File: src/rtl/hazard_ctrl.sv
// -----------------------------------------------------------------------------
// hazard_ctrl
//
// Pipeline sequencing controller for the 5-stage core. Each cycle it decides
// whether the ID stage advances, inserts a bubble into EX, or squashes the
// fetched instruction. It also owns the busy counter of the multi-cycle
// multiply/divide unit.
//
// Parameters
//   MD_LAT      mult/div occupancy in cycles (1..255)
//   DELAY_SLOT  1: instruction after a redirect executes, 0: it is squashed
//
// Ports
//   clk, rst                 clock, asynchronous active-high reset
//   id_rs, id_rt             source register fields of the ID instruction
//   id_use_rs, id_use_rt     ID instruction really reads rs / rt
//   id_uncertain             ID instruction is a branch or jr/jalr
//   id_redirect              ID instruction changes the PC this cycle
//   id_md, id_hilo           ID instruction is mult/div, or a HI/LO access
//   ex_regWrite, ex_memRead, ex_rw   destination info of the EX instruction
//   mem_memRead, mem_rw      destination info of the MEM instruction
//   pc_we, ifid_we           PC and IF/ID write enables
//   id_flush                 load a bubble into ID/EX
//   if_flush                 clear IF/ID
//   md_start                 one-cycle start pulse to the mult/div unit
//   md_busy                  mult/div unit is occupied
//   stall_cnt                count of stalled cycles (wraps)
//   stall_why                registered stall cause: 0 RUN, 1 DATA, 2 MD
// -----------------------------------------------------------------------------
module hazard_ctrl #(
  parameter int unsigned MD_LAT     = 32,
  parameter bit          DELAY_SLOT = 1'b1
) (
  input  logic        clk,
  input  logic        rst,
  input  logic [4:0]  id_rs,
  input  logic [4:0]  id_rt,
  input  logic        id_use_rs,
  input  logic        id_use_rt,
  input  logic        id_uncertain,
  input  logic        id_redirect,
  input  logic        id_md,
  input  logic        id_hilo,
  input  logic        ex_regWrite,
  input  logic        ex_memRead,
  input  logic [4:0]  ex_rw,
  input  logic        mem_memRead,
  input  logic [4:0]  mem_rw,
  output logic        pc_we,
  output logic        ifid_we,
  output logic        id_flush,
  output logic        if_flush,
  output logic        md_start,
  output logic        md_busy,
  output logic [31:0] stall_cnt,
  output logic [1:0]  stall_why
);

  typedef enum logic [1:0] {
    WHY_RUN  = 2'd0,
    WHY_DATA = 2'd1,
    WHY_MD   = 2'd2
  } why_e;

  localparam logic [7:0] MD_LAT_C = 8'(MD_LAT);

  // A destination register conflicts with ID only if it is nonzero and ID
  // really reads it; r0 is hardwired and never carries a dependency.
  function automatic logic reg_match(input logic [4:0] r,
                                     input logic [4:0] rs, input logic use_rs,
                                     input logic [4:0] rt, input logic use_rt);
    return (r != 5'd0) && (((r == rs) && use_rs) || ((r == rt) && use_rt));
  endfunction

  logic [7:0]  md_cnt_q, md_cnt_d;
  logic [31:0] stall_cnt_q, stall_cnt_d;
  why_e        why_q, why_d;

  logic m_ex, m_mem;
  logic h_lu, h_bex, h_bmem, h_md, h_data, stall;

  // Hazard detection and the zero-latency pipeline controls.
  always_comb begin
    m_ex    = reg_match(ex_rw, id_rs, id_use_rs, id_rt, id_use_rt);
    m_mem   = reg_match(mem_rw, id_rs, id_use_rs, id_rt, id_use_rt);
    md_busy = (md_cnt_q != 8'd0);
    h_lu    = ex_memRead && m_ex;
    // Branches resolve in ID, so an operand still in EX cannot be forwarded,
    // and load data still in MEM is not available until WB.
    h_bex   = id_uncertain && ex_regWrite && m_ex;
    h_bmem  = id_uncertain && mem_memRead && m_mem;
    h_md    = (id_md || id_hilo) && md_busy;
    h_data  = h_lu || h_bex || h_bmem;
    stall   = h_data || h_md;

    pc_we    = !stall;
    ifid_we  = !stall;
    id_flush = stall;
    // A stalled redirect is held in ID and takes effect when it releases.
    if_flush = id_redirect && !stall && !DELAY_SLOT;
    md_start = id_md && !stall;
  end

  // Mult/div occupancy counter and stall performance counter.
  always_comb begin
    md_cnt_d = 8'd0;
    if (md_start) begin
      md_cnt_d = MD_LAT_C;
    end else if (md_cnt_q != 8'd0) begin
      md_cnt_d = md_cnt_q - 8'd1;
    end
    stall_cnt_d = stall_cnt_q + {31'd0, stall};
  end

  // Stall-cause FSM: next-state logic. MD wins over DATA when both are present.
  always_comb begin
    why_d = WHY_RUN;
    if (h_md) begin
      why_d = WHY_MD;
    end else if (h_data) begin
      why_d = WHY_DATA;
    end
  end

  // Stall-cause FSM: output logic.
  always_comb begin
    stall_why = why_q;
    stall_cnt = stall_cnt_q;
  end

  // State registers.
  always_ff @(posedge clk or posedge rst) begin
    if (rst) begin
      md_cnt_q    <= 8'd0;
      stall_cnt_q <= 32'd0;
      why_q       <= WHY_RUN;
    end else begin
      md_cnt_q    <= md_cnt_d;
      stall_cnt_q <= stall_cnt_d;
      why_q       <= why_d;
    end
  end

endmodule

File: config.mk
export PLATFORM = sky130hd
export DESIGN_NAME = hazard_ctrl
export DESIGN_NICKNAME = d
export VERILOG_FILES = /design/src/rtl/hazard_ctrl.sv
export SDC_FILE = /design/constraint.sdc
export NUM_CORES = 1
export LEC_CHECK = 0
export CAP_MARGIN = 25
export CORE_MARGIN = 8
export CORE_UTILIZATION = 40
export CTS_CLUSTER_DIAMETER = 80
export CTS_CLUSTER_SIZE = 28
export DETAILED_ROUTE_END_ITERATION = 16
export PLACE_DENSITY = 0.82
export SYNTH_ARGS = -nofsm -noshare
export SYNTH_HDL_FRONTEND = slang
export SYNTH_SLANG_ARGS = --single-unit
File: constraint.sdc
create_clock -name clk -period 7.1 [get_ports clk]
set_clock_uncertainty 0.1 [all_clocks]
set_input_delay 0.71 -clock clk [delete_from_list [all_inputs] [get_ports clk]]
set_output_delay 0.71 -clock clk [all_outputs]
set_load 0.05 [all_outputs]
* Word-level counts from Yosys, hierarchy flattened
Cells that the tools add are included.
** Storage, ports and cells
- Output and inout bits :: 40
- Input port bits :: 31
- Register bits :: 42
** Cells by class
- Multiplexer cells :: 4
- Add/sub/neg operators :: 2
- Equality and inequality tests :: 4
- Reduce and logical (&&, ||, !) cells :: 23
** Operators by type and width (number)
- adder 32 x 1 -> 32 bit :: 1
- == test 5 bit :: 4
- 2-to-1 mux 8 bit :: 2
- logical AND 1 bit :: 13
- nonzero test 5 bit :: 2
- nonzero test 8 bit :: 1
- subtractor 8 x 1 -> 8 bit, second input constant :: 1
- logical OR 1 bit :: 6
- 2-to-1 mux 2 bit :: 1
- zero test 1 bit :: 1
- 2-to-1 mux 1 bit :: 1

* Depth between registers and ports, before layout
Gate-level depths: netlist (run 1).
- Word-level depth :: 11
- Gate-level depth with buffers :: 11

* Worst setup path before layout (run 1)
No wires, ideal clock.
- Kind :: input -> output
- From :: input mem_rw[0]
- To :: output pc_we
- Slack :: 3.609 ns
- Data arrival time :: 2.681 ns
- Data required time :: 6.290 ns
- Path buffers :: 1
- Cell stages on the path :: 5
- Cell sequence :: or3_1 > o311a_1 > a22oi_2 > nor2b_1 > buf_4
** Between the ends
- Word-level cells in the longest chain between the ends :: 8
- Elaborated cells on any way between the ends :: 11
** Ends and longest elaborated chain
- start, declared :: line 48 : input logic [4:0] mem_rw,
- == test 5 bit :: line 72 : return (r != 5'd0) && (((r == rs) && use_rs) || ((r == rt) && use_rt));
- logical AND 1 bit :: line 72
- logical OR 1 bit :: line 72
- logical AND 1 bit (*) :: line 72
- logical AND 1 bit (*) :: line 91 : h_bmem = id_uncertain && mem_memRead && m_mem;
- logical OR 1 bit (*) :: line 93 : h_data = h_lu || h_bex || h_bmem;
- logical OR 1 bit (*) :: line 94 : stall = h_data || h_md;
- zero test 1 bit (*)
- end, declared :: line 49 : output logic pc_we,
Every way passes the cells marked *; elsewhere a longest branch is shown, timed or not.

* Worst setup path in the final report (run 1)
- From :: input mem_rw[1]
- To :: output pc_we
** Between the ends
- Word-level cells in the longest chain between the ends :: 8
- Elaborated cells on any way between the ends :: 11
** Ends and longest elaborated chain
- == test 5 bit :: line 72
- logical AND 1 bit :: line 72
- logical OR 1 bit :: line 72
- logical AND 1 bit (*) :: line 72
- logical AND 1 bit (*) :: line 91
- logical OR 1 bit (*) :: line 93
- logical OR 1 bit (*) :: line 94
- zero test 1 bit (*) :: line 96 : pc_we = !stall;
Marked as above.

==> results.json, run 1 <==
{
  "outcome": "complete, no violations",
  "nets": 304,
  "synth.distinct_cells": 33,
  "critPathCaptureType": "primary output",
  "hold_violations": 0,
  "grt_usage_pct": 13.4,
  "fillers": 436,
  "max_stage_delay_ns": 0.84,
  "worst_pin_slew_ns": 0.540,
  "drt_wl_total_um": 5160,
  "vias": 1657,
  "cts_sinks": 42,
  "p_clk_share_pct": 26.6,
  "rsz0062_at_grt": "false",
  "ant_nets": 0,
  "clk_latency_ns": 0.30,
  "finalSetupViolCount": 0,
  "drtPass1Iterations": 4,
  "min_period_ns": 4.06,
  "worstPathMaxFanout": 5,
  "cts_hold_buf": 0,
  "synth_edf_count": 0,
  "cts_buffers": 5,
  "io_buffer_count": 68,
  "gp_congestion": 0.834,
  "yosysTopAreaCell": "dfrtp_1",
  "period_share_pct": 57.2,
  "worstSetupPathType": "in2out",
  "ys.flop_type": "dfrtp_1",
  "n_antenna_cell": 0,
  "syn_inst": 197,
  "ctsLongestPathBuffers": 2,
  "cts_max_level": 2,
  "cts_tree": "built",
  "antenna_found_initial": 0,
  "syn_nets": 231,
  "hp-class": "reg2reg",
  "pin_count": 71,
  "switching_share_pct": 35.8,
  "drv_cap": 0,
  "worst_ep_required_time_ns": 6.29,
  "async_flop_share_pct": 100,
  "syn_area_um2": 2140,
  "cts_setup_buffers": 0,
  "timing.slew.headroom_pct": 63.9,
  "p_int_w": 0.000543,
  "layout-drive-gt1-share_pct": 7.01,
  "ff_latch_area_um2": 1050,
  "switching_power_w": 0.000303,
  "seqPwrFrac_pct": 39.7,
  "hpwl_um": 4030,
  "ys_seq_elements": 42,
  "pre_cts_ws_ns": 3.05,
  "cp.arrival_ns": 3.25,
  "syn_avg_cell_area_um2": 10.9,
  "pwr-share-comb_pct": 33.7,
  "grt_pass1_vias": 1646,
  "cts_resized": 0,
  "yosysMostFrequentCell": "xnor2_1",
  "leakage_nw": 1.25,
  "path_cells": "clkdlybuf4s50_1, or3_1, o311a_1, a22oi_2, nor2b_1, clkdlybuf4s50_1",
  "critPathSlowestCell": "clkdlybuf4s50_1",
  "core_um2": 5140,
  "hold_ws_ns": 0.368,
  "fmax_mhz": 246,
  "core.rowCount": 26,
  "power.density_nw_per_um2": 279,
  "yosysWarnings": 0,
  "ys_seq_area_share_pct": 49.2,
  "ys_top_cells_by_count": "46 x xnor2_1, 42 x dfrtp_1, 15 x nand2_1",
  "vias_per_cell": 4.86,
  "grt_start_max_net_pins": 43,
  "slew_violations": 0,
  "die_x_um": 89.1,
  "die_y_um": 89.1,
  "clkSlewWorstSetupHoldPaths_ns": 0.08,
  "die-area_um2": 7940,
  "cts_root_buffer": "clkbuf_8",
  "start_kind": "primary input",
  "fin_total_pwr_w": 0.000846,
  "post_drt_wl_per_cell_um": 15.1,
  "start_util_pct": 41.6,
  "route.detailed.drc": 0,
  "yosys-top-cells-area": "dfrtp_1 49%, xnor2_1 19%, nand3_1 3.3%",
  "syn_to_final_growth_pct": 41.8,
  "grt_pass1_wl_um": 8230,
  "timing.setup.tns_ns": 0,
  "synth_top_area_share_pct": 49.2,
  "crit_top_cell": "clkdlybuf4s50_1",
  "drt_iter0_drc": 46,
  "multi_input_area_um2": 1050,
  "peakVddDrop_uv": 284,
  "setup_ws_ns": 3.04,
  "grt-ovfl-total": 0
}
-- final timing paths --
| path | start | endpoint | slack (ns) | depth (start not counted) |
|---|---|---|---|---|
| worst max-delay path | mem_rw[1] | pc_we | 3.04 | 6 |
| worst min-delay path | stall_cnt[31] | stall_cnt[31] | 0.37 | 1 |
| worst max register to register | md_cnt_q[0] | stall_cnt[10] | 4.18 | 11 |
| worst min register to register | stall_cnt[31] | stall_cnt[31] | 0.37 | 1 |
| max in group asynchronous | rst | stall_why[1] | 5.81 | 3 |
| min in group asynchronous | rst | stall_cnt[31] | 0.74 | 3 |
-- sequential cells by signal (all words and copies together), names as in the netlist --
name and flops:
md_cnt_q 8, stall_why 2, stall_cnt 32
-- critical path, delay by kind of cell --
| kind | cells | cell delay [ns] |
|---|---|---|
| AOI/OAI and AO/OA | 2 | 0.57 |
| buffers and inverters | 2 | 1.32 |
| and+or+nand+nor | 2 | 0.65 |
-- layer usage --
| metal | vias to the layer above | global-route usage, % | wire length (um) |
|---|---|---|---|
| li1 | 824 | - | - |
| met1 | 799 | 16.5 | 2200 |
| met2 | 32 | 22.8 | 2730 |
| met3 | 2 | 2.67 | 194 |
| met4 | 0 | 4.53 | 29 |
| met5 | - | 0 | 0 |
-- cell families after synthesis --
family | synth area share [%]
AO/OA/AOI/OAI | 3.39
XOR/XNOR | 21.3
adder cells (fa/ha/maj) | 1.76
buffers and inverters | 1.58
flip-flops | 49.2
multiplexers | 1.05
other | 0.175
AND/OR/NAND/NOR | 21.6
-- power by group through the flow --
| stage | combinational [W] | sequential (W) | clock, W |
|---|---|---|---|
| 2_1_floorplan | 0.000118 | 0.000404 | 0 |
| 3_3_place_gp | 0.000277 | 0.000337 | 0 |
| 3_5_place_dp | 0.000286 | 0.000339 | 0 |
| 4_1_cts | 0.000288 | 0.000336 | 0.000228 |
| 5_1_grt | 0.000305 | 0.000344 | 0.000243 |
| 6_report | 0.000285 | 0.000336 | 0.000225 |
-- placed cells by master (no fill, tap or decap), types with 3 or more instances in the layout --
cell,synthesis,final
nand4_1,10,10
a21oi_1,3,3
clkdlybuf4s50_1,0,68
nor2_1,13,13
and3_1,6,6
xor2_1,6,6
xnor2_1,46,46
dfrtp_1,42,42
nor3_1,8,8
nand3_1,14,14
ha_1,3,3
nand2_1,15,15
clkbuf_8,0,5
inv_1,4,3
-- metrics by stage --
stage	cell area, um^2	cells	util (%)
global route	3030	341	59.0
detailed placement	2900	333	56.3
global placement	2900	333	56.3
CTS	3030	341	59.0
floorplan	2140	197	-
finish	3030	341	59.0
-- cell type report --
cell class | count | area share, %
Multi-Input combinational cell | 148 | 34.7
Clock buffer | 5 | 2.27
Tap cell | 70 | 2.89
Inverter | 4 | 0.495
Timing Repair Buffer | 69 | 22.7
Clock inverter | 3 | 2.27
Sequential cell | 42 | 34.7
(Power assumes the default switching activity.)
==> run 2: changes to the inputs <==
--- a/config.mk
+++ b/config.mk
@@ -11,7 +11,7 @@
 export CTS_CLUSTER_DIAMETER = 80
 export CTS_CLUSTER_SIZE = 28
 export DETAILED_ROUTE_END_ITERATION = 16
-export PLACE_DENSITY = 0.82
+export PLACE_DENSITY = 0.85
 export SYNTH_ARGS = -nofsm -noshare
 export SYNTH_HDL_FRONTEND = slang
 export SYNTH_SLANG_ARGS = --single-unit
==> constraint.sdc (replaced) <==
create_clock -name clk -period 3.6 [get_ports clk]
set_clock_uncertainty 0.1 [all_clocks]
set_input_delay 0.36 -clock clk [delete_from_list [all_inputs] [get_ports clk]]
set_output_delay 0.36 -clock clk [all_outputs]
set_load 0.05 [all_outputs]
==> run 2 against run 1 <==
Effect of this change:
- sequential power up 98%
- global-route usage rose by 0.56 points
- non-clock buffer count up 1
- critical path depth unchanged
- routed wire length barely moved
- first-iteration DRC count is 76% higher
- worst setup slack worse by 2.6 ns
- via count increased by 0.48%
- worst hold slack improved by 0.0061 ns
- total power increased by 81%
- cell count grew 0.29%
- count of clock-buffer cells in the layout up 2
- largest cell class unchanged
==> results.json, run 2 (synthesis gave the netlist of run 1 again) <==
{
  "cts_hold_buf": 0,
  "period_share_pct": 87.2,
  "drt_wl_total_um": 5160,
  "cp.arrival_ns": 2.68,
  "timing.slew.headroom_pct": 63.1,
  "peakVddDrop_uv": 646,
  "path_buf_inv": 2,
  "critPathCaptureType": "primary output",
  "pin_count": 71,
  "critPathSlowestCell": "clkdlybuf4s50_1",
  "worst_ep_required_time_ns": 3.14,
  "io_buffer_count": 68,
  "die_y_um": 89.1,
  "rsz0062_at_grt": "false",
  "hpwl_um": 4110,
  "leakage_nw": 1.24,
  "startpoint": "mem_rw[0]",
  "hp-start": "stall_cnt[31]",
  "gp_congestion": 0.866,
  "cts_setup_buffers": 0,
  "cts_tree": "built",
  "grt_pass1_wl_um": 8470,
  "clk_latency_ns": 0.29,
  "finalSetupViolCount": 0,
  "vias_per_cell": 4.87,
  "hold_violations": 0,
  "start_kind": "primary input",
  "cts_buffers": 5,
  "ant_nets": 0,
  "grt-ovfl-total": 0,
  "drt_iter0_drc": 81,
  "cts_sinks": 42,
  "min_period_ns": 3.14,
  "final_cell_mix": "65 x clkdlybuf4s50_1, 46 x xnor2_1, 42 x dfrtp_1",
  "post_drt_wl_per_cell_um": 15.1,
  "fin_util_pct": 58.1,
  "rr_startpoint": "md_cnt_q[0]",
  "hp-class": "reg2reg",
  "grt_pass1_vias": 1728,
  "timing.setup.tns_ns": 0,
  "cts_root_buffer": "clkbuf_8",
  "clkSlewWorstSetupHoldPaths_ns": 0.08,
  "core_um2": 5140,
  "layout_commonest_cell": "clkdlybuf4s50_1",
  "die-area_um2": 7940,
  "vias": 1665,
  "worstPathMaxFanout": 5,
  "critical-path-top-delay-family": "buffers and inverters",
  "largest_reg_flops": 32,
  "worst_pin_slew_ns": 0.551,
  "start_util_pct": 41.6,
  "fmax_mhz": 319,
  "grt_usage_pct": 14.0,
  "grt_start_max_net_pins": 43,
  "drtPass1Iterations": 6,
  "max_stage_delay_ns": 0.74,
  "fillers": 458,
  "antenna_found_initial": 0,
  "worstSetupPathType": "in2out",
  "slew_violations": 0,
  "crit_top_cell": "clkdlybuf4s50_1",
  "layout-drive-gt1-share_pct": 8.09,
  "ctsLongestPathBuffers": 2,
  "drv_cap": 0,
  "core.rowCount": 26,
  "cts_max_level": 2,
  "outcome": "complete, no violations",
  "syn_to_final_growth_pct": 39.7,
  "route.detailed.drc": 0,
  "nets": 305,
  "die_x_um": 89.1,
  "power.density_nw_per_um2": 514,
  "path_cells": "clkdlybuf4s50_1, or3_1, o311a_1, a22oi_2, o21ai_1, clkdlybuf4s50_1",
  "cts_resized": 0,
  "n_antenna_cell": 0
}
-- run 2: final timing paths --
kind	endpoint	slack, ns	depth (start not counted)
worst max-delay path	id_flush	0.46	6
worst min-delay path	stall_cnt[31]	0.37	1
worst max register to register	stall_cnt[30]	0.67	12
worst min register to register	stall_cnt[31]	0.37	1
max in group asynchronous	stall_cnt[8]	2.65	3
min in group asynchronous	stall_why[1]	0.39	3
-- run 2: report_power, final --
part / leakage (nW) / switching [W] / internal, W
Clock: 0.0482 / 0.000154 / 0.000155
Sequential: 0.555 / 0.000103 / 0.000562
Combinational: 0.641 / 0.000330 / 0.000231
-- run 2: layer usage --
layer,vias to the layer above,global-route usage [%],routed length [um]
met5,-,0,0
met4,0,4.38,93
met3,10,3.31,219
met2,39,24.4,2670
met1,794,16.4,2180
li1,822,-,-
-- run 2: layout make-up --
cell class,count,area (um^2),area share (%)
clock inverters,1,5.00,0.168
well taps,70,87.6,2.93
repair buffers,70,688,23.0
clock buffers,7,86.3,2.89
inverters,4,15.0,0.503
flip-flops and latches,42,1050,35.2
multi-input cells,148,1050,35.3
-- run 2: worst reg2reg max path, cell delays in order, from the launching register on --
cell,delay (ns)
dfrtp_1,0.40
inv_1,0.07
ha_1,0.23
nand2_1,0.17
nor3b_2,0.07
buf_4,0.17
o21ai_1,0.21
ha_1,0.30
ha_1,0.25
nand2_1,0.18
nor4_4,0.37
nand3_1,0.16
xnor2_1,0.15
-- run 2: per-stage QoR --
step | std cells | hold slack (ns) | worst slack, ns | power [W] | area (um^2)
3_3_place_gp | 334 | 0.362 | 0.315 | 0.00121 | 2900
3_5_place_dp | 334 | 0.369 | 0.221 | 0.00123 | 2900
5_1_grt | 342 | 0.400 | 0.361 | 0.00162 | 2990
2_1_floorplan | 197 | 0.351 | 0.466 | 0.00103 | 2140
4_1_cts | 342 | 0.380 | 0.468 | 0.00155 | 2990
6_report | 342 | 0.375 | 0.461 | 0.00153 | 2990
